$ cat src/rtl/pc_sequencer.sv
// Program-counter sequencer: drives an external 4-bit counter through FETCH/DECODE/EXEC rounds.
// Strobes are combinational decodes of state and inputs; done is a registered one-cycle end pulse.
module pc_sequencer #(
    parameter logic [3:0] START_ADDR = 4'h0,
    parameter logic [3:0] LAST_ADDR  = 4'hF,
    parameter bit         WRAP       = 1'b0
) (
    input  logic       clock,
    input  logic       rst,
    input  logic       start,
    input  logic       halt,
    input  logic       jump_req,
    input  logic [3:0] jump_addr,
    input  logic       stall,
    input  logic [3:0] pc_in,
    output logic [3:0] ctr_in,
    output logic       ctr_load,
    output logic       ctr_inc,
    output logic       fetch_en,
    output logic       ir_load,
    output logic       busy,
    output logic       done,
    output logic       halted,
    output logic [7:0] instr_count
);

    typedef enum logic [2:0] {
        S_IDLE,
        S_FETCH,
        S_DECODE,
        S_EXEC,
        S_HALTED
    } state_t;

    state_t     state_q, state_d;
    logic       done_q, done_d;
    logic [7:0] count_q, count_d;
    logic [7:0] count_next;

    assign count_next = (count_q == 8'hFF) ? count_q : count_q + 8'd1;

    always_ff @(posedge clock) begin
        if (rst) begin
            state_q <= S_IDLE;
            done_q  <= 1'b0;
            count_q <= 8'h00;
        end else begin
            state_q <= state_d;
            done_q  <= done_d;
            count_q <= count_d;
        end
    end

    always_comb begin
        state_d  = state_q;
        done_d   = 1'b0;
        count_d  = count_q;
        ctr_in   = 4'h0;
        ctr_load = 1'b0;
        ctr_inc  = 1'b0;
        fetch_en = 1'b0;
        ir_load  = 1'b0;
        // Reset must also suppress strobes so the external counter is not disturbed.
        if (!rst) begin
            case (state_q)
                S_IDLE, S_HALTED: begin
                    if (start) begin
                        ctr_load = 1'b1;
                        ctr_in   = START_ADDR;
                        count_d  = 8'h00;
                        state_d  = S_FETCH;
                    end
                end
                S_FETCH: begin
                    fetch_en = 1'b1;
                    if (!stall) begin
                        state_d = S_DECODE;
                    end
                end
                S_DECODE: begin
                    ir_load = 1'b1;
                    state_d = S_EXEC;
                end
                S_EXEC: begin
                    if (halt) begin
                        state_d = S_HALTED;
                    end else if (jump_req) begin
                        ctr_load = 1'b1;
                        ctr_in   = jump_addr;
                        count_d  = count_next;
                        state_d  = S_FETCH;
                    end else if (pc_in == LAST_ADDR && !WRAP) begin
                        done_d  = 1'b1;
                        count_d = count_next;
                        state_d = S_IDLE;
                    end else begin
                        ctr_inc = 1'b1;
                        count_d = count_next;
                        state_d = S_FETCH;
                    end
                end
                default: state_d = S_IDLE;
            endcase
        end
    end

    assign busy        = (state_q == S_FETCH) || (state_q == S_DECODE) || (state_q == S_EXEC);
    assign halted      = (state_q == S_HALTED);
    assign done        = done_q;
    assign instr_count = count_q;

endmodule

$ cat config.mk
export PLATFORM = sky130hd
export DESIGN_NAME = pc_sequencer
export DESIGN_NICKNAME = d
export VERILOG_FILES = /design/src/rtl/pc_sequencer.sv
export SDC_FILE = /design/constraint.sdc
export NUM_CORES = 1
export LEC_CHECK = 0
export CAP_MARGIN = 20
export CORE_MARGIN = 1.5
export CORE_UTILIZATION = 43
export CTS_BUF_LIST = sky130_fd_sc_hd__clkbuf_8
export DETAILED_ROUTE_END_ITERATION = 7
export PLACE_DENSITY = 0.92
export SYNTH_ARGS = -nofsm -noshare
export SYNTH_HDL_FRONTEND = slang
export SYNTH_SLANG_ARGS = --single-unit
$ cat constraint.sdc
create_clock -name clock -period 1.9 [get_ports clock]
set_input_delay 0.38 -clock clock [delete_from_list [all_inputs] [get_ports clock]]
set_output_delay 0.38 -clock clock [all_outputs]
set_load 0.005 [all_outputs]
# After elaboration in Yosys (flattened, before gate mapping)
# Cells that the tools add are included.
# word_totals
input_bits	14
reg_bits	12
# classes
n_mux	29
reduce_logical	8
n_eq_ne	10
bitwise	1
n_addsub	1
# ops
op	count
2-to-1 mux 8 bit	3
2-to-1 mux 1 bit	16
2-to-1 mux 4 bit	4
one-hot mux 8 bit (2 select lines)	1
one-hot mux 3 bit (4 select lines)	1
2-to-1 mux 3 bit	3
adder 8 x 1 -> 8 bit, second input constant	1
== test 8 bit, second input constant	1
!= test 2 bit, second input constant	4
== test 3 x 2 -> 1 bit, second input constant	2
== test 4 bit, second input constant	1
AND reduction 4 bit	1
OR reduction 4 bit	1
== test 3 x 1 -> 1 bit, second input constant	1
== test 3 bit, second input constant	1
logical NOT 3 bit	1
logical OR 1 bit	2
one-hot mux 1 bit (2 select lines)	1
AND reduction 2 bit	1
nonzero test 2 bit	1
OR reduction 2 bit	1
inverter 1 bit	1

# Depth between registers and ports, before layout
# logic_depth
ltp_word	6
mapped_depth	6

# Worst setup path before layout
# OpenSTA, ideal clock, no wires.
# synth_path
path_kind	register -> register
from	reg count_q[0], in the netlist instr_count[0]
to	reg count_q[3], in the netlist instr_count[3]
setup_time_ps	74
slack_ps	252
synth_period_minus_slack_ps	1648
path_buffers	0
t_arrival_ps	1574
path_stages_with_launch	6
cell_sequence	dfxtp_1 ha_1 and3_1 a31o_2 or4_4 a31oi_4
# synth_via
elab_chain_cells	4
word_cells_on_any_way	7
cone_classes	1 x add/sub; 2 x eq/ne; 3 x mux; 1 x reduce/logical
# synth_lines
item	line	text
start: declaration	37	logic [7:0] count_q, count_d;
start signal: assignment	50	count_q <= count_d;
adder 8 x 1 -> 8 bit	40	assign count_next = (count_q == 8'hFF) ? count_q : count_q + 8'd1;
2-to-1 mux 8 bit	40	
2-to-1 mux 8 bit	85	if (halt) begin
one-hot mux 8 bit (2 select lines)	65	case (state_q)
# Parallel ways exist; a longest one is shown, timed or not. The select of a mux whose other input is x is not followed.
# A chain may end at the register's enable or synchronous reset.

# Worst setup path after layout
# layout_path
from	in halt
to	out ctr_load
# layout_via
elab_chain_cells	3
# layout_lines
item	line	text
start: declaration	11	input logic halt,
2-to-1 mux 1 bit	85	
one-hot mux 1 bit (2 select lines)	65	
2-to-1 mux 1 bit	64	if (!rst) begin
end: declaration	17	output logic ctr_load,
# No other way between the ends.

==> results.yml <==
status:
  outcome: "finished clean"
final_layout:
  drive_gt1_share_pct: 26.4
  nets: 161
  num-fill-cells: 118
  syn_to_final_growth_pct: 66.4
  n_antenna_cell: 0
  layout.cells.non_filler: 169
  utilization_pct: 74.9
synth:
  syn_avg_cell_area_um2: 8.09
  synth_top_cell_by_area: "dfxtp_1"
  yosysMostFrequentCell: "dfxtp_1"
  ys_seq_elements: 12
  synth_top_area_share_pct: 31.3
  ys_seq_area_share_pct: 31.3
  synthCells: 95
  synthArstFlopShare_pct: 0
  syn-cell-area_um2: 768
  yosys_most_used_dff: "dfxtp_1"
  yosysWarnings: 0
  ys_types: 33
  syn-num-nets: 110
  synth_edf_count: 0
  netlist_top_cells_count: "dfxtp_1, a21oi_1, nor2_1, nor3_1"
  synth_area_leaders: "dfxtp_1, and3_1, a21oi_1, nor3_1, o21ai_0"
setup_path:
  path_buf_inv: 4
  crit_path_start: "halt"
  critPathSlowestCell: "dlygate4sd2_1"
  cp.required_ps: 1520
  crit_type: "in -> out"
  critPathLaunchType: "input port"
  r2r-end: "instr_count[3]$_SDFFE_PP0P_"
  ff2ff_setup_slack_ps: 80
  cpLargestDelayFamily: "buffers and inverters"
  slowest_delay_ps: 240
  endpoint_kind: "output port"
  path_max_fanout: 2
  cp.arrival_ps: 1510
  r2r-start: "state_q[2]$_SDFFE_PP0P_"
  crit_chain: "dlygate4sd2_1 -> nand4bb_4 -> nor2_4 -> buf_4 -> buf_4 -> a32o_1 -> dlygate4sd2_1"
  reg2regPathDepth: 7
grt:
  grt_antenna_before_repair: 0
  overflow: 0
  grt_pass1_vias: 897
  grt_util_all_layers_pct: 27.1
  grt_max_degree: 11
  grt_pass1_wl_um: 3950
detailed_routing:
  wl_met1_um: 1040
  ant_nets: 0
  wl_met2_um: 1280
  first_pass_iters: 5
  routedWlPerCell_um: 15.2
  route.met3.wl_um: 172
  num_vias: 972
  drc: 0
  wl_um: 2570
  drtIter0Drc: 41
  vias_per_cell: 5.75
  routed.top_layer: "met4"
die:
  die-area_um2: 2050
  start_util_pct: 45.0
  core_area_um2: 1710
  die_h_um: 45.3
  ios: 33
  fp-row-count: 15
  die_w_um: 45.3
sta:
  fin_skew_ps: 0.586
  hold_ws_ps: 558
  fin_crit_sh_pct: 99.6
  maxSlewHeadroom_pct: 70.4
  setup_violations: 0
  max_freq_mhz: 529
  slew_viol_final: 0
  min_period_ps: 1890
  hold_viol: 0
  tightest_slew_ps: 439
clock_tree:
  cts-root-buf: "clkbuf_8"
  tritoncts: "yes"
  cts_max_level: 1
  clk_path_buf_depth: 2
  cts_hold_buf: 0
  cts_num_sinks: 12
  clkTransAtPathRegs_ps: 50
  cts_buffers: 3
  clk_latency_ps: 240
power:
  peakVddDrop_v: 0.000469
  powerDensity_nw_per_um2: 492
  power_leakage_nw: 0.497
  p_total_uw: 629
placement:
  port_buffers: 32
  hpwl_um: 1770
  gp_congestion: 0.837
  dpl.cell_count: 159
worst_hold_path:
  hold_start: "state_q[2]$_SDFFE_PP0P_"
  hold-path-endpoint: "state_q[1]$_SDFFE_PP0P_"
  hp-class: "reg -> reg"
  hold_depth: 2
flow_run:
  cap_violations: 0
[how the worst max path moves through the flow]
stage                                        endpoint  cells after the start
after detailed placement                    ctr_in[2]                      5
after global placement                      ctr_in[0]                      5
after CTS                                   ctr_in[0]                      7
after global routing                         ctr_load                      7
final                                        ctr_load                      7
after floorplan           instr_count[3]$_SDFFE_PP0P_                      5
[area by class of cell]
class | count | area (um2) | area share [%]
clock buffers | 3 | 41.3 | 3.23
well taps | 25 | 31.3 | 2.45
repair buffers | 50 | 437 | 34.1
inverters | 4 | 15.0 | 1.17
multi-input cells | 75 | 512 | 40.0
flip-flops and latches | 12 | 243 | 19.0
[stage by stage]
step,instance area [um2],setup TNS (ps),setup slack (ps)
global placement,1170,-3060,-432
CTS,1270,0,1.46
floorplan,768,0,252
detailed placement,1170,-3500,-509
global route,1280,-27.8,-18.1
finish,1280,0,8.46
[repair_timing]
| item | in CTS | in global routing |
|---|---|---|
| pin swaps | 2 | 1 |
| buffers inserted | 6 | 1 |
| gates resized for setup | 22 | 7 |
| setup endpoints to repair | 9 | 6 |
[report_power, final]
| part | switching, mW | internal (mW) | total [mW] |
|---|---|---|---|
| clock network | 0.0915 | 0.140 | 0.231 |
| registers | 0.00526 | 0.257 | 0.263 |
| logic | 0.0598 | 0.0755 | 0.135 |
| total | 0.156 | 0.472 | 0.629 |
[cells by family (layout without fill, tap and decap cells)]
kind of cell | count (synthesis) | count (layout) | share of synthesized area (%)
AOI/OAI and AO/OA | 25 | 25 | 22.0
DFF | 12 | 12 | 31.3
and+or+nand+nor | 49 | 49 | 39.3
buffers and inverters | 8 | 57 | 5.86
adders and majority gates | 1 | 1 | 1.63
[worst min-delay path: cells and delay by family, from the launching register on]
| kind | cells | cell delay (ps) |
|---|---|---|
| flops | 1 | 320 |
| buf+inv | 1 | 140 |
| simple gates | 1 | 50 |
[routing by layer]
metal	vias to the layer above	track usage, %
li1	461	-
met1	446	32.8
met2	54	46.0
met3	11	7.20
met4	0	9.41
met5	-	0
[sequential cells by signal, indices dropped and copies added (netlist names)]
register and count:
instr_count 8, state_q 3, done 1
[layout by cell type, fill, tap and decap left out, types with 2 or more instances in the layout]
master            n
and3_1            5
nand2_1           6
nand2b_1          3
dfxtp_2           2
inv_1             4
clkbuf_8          3
o21ai_0           6
dfxtp_1          10
nand3_1           4
nand4_1           2
o211ai_1          2
nor4_1            2
a21oi_1           7
nor3_1            7
a31oi_1           4
nor2_1            5
or3_2             2
clkbuf_2          2
dlygate4sd2_1     7
buf_4            17
clkdlybuf4s50_1  21
Power figures use the tool's default switching activity.
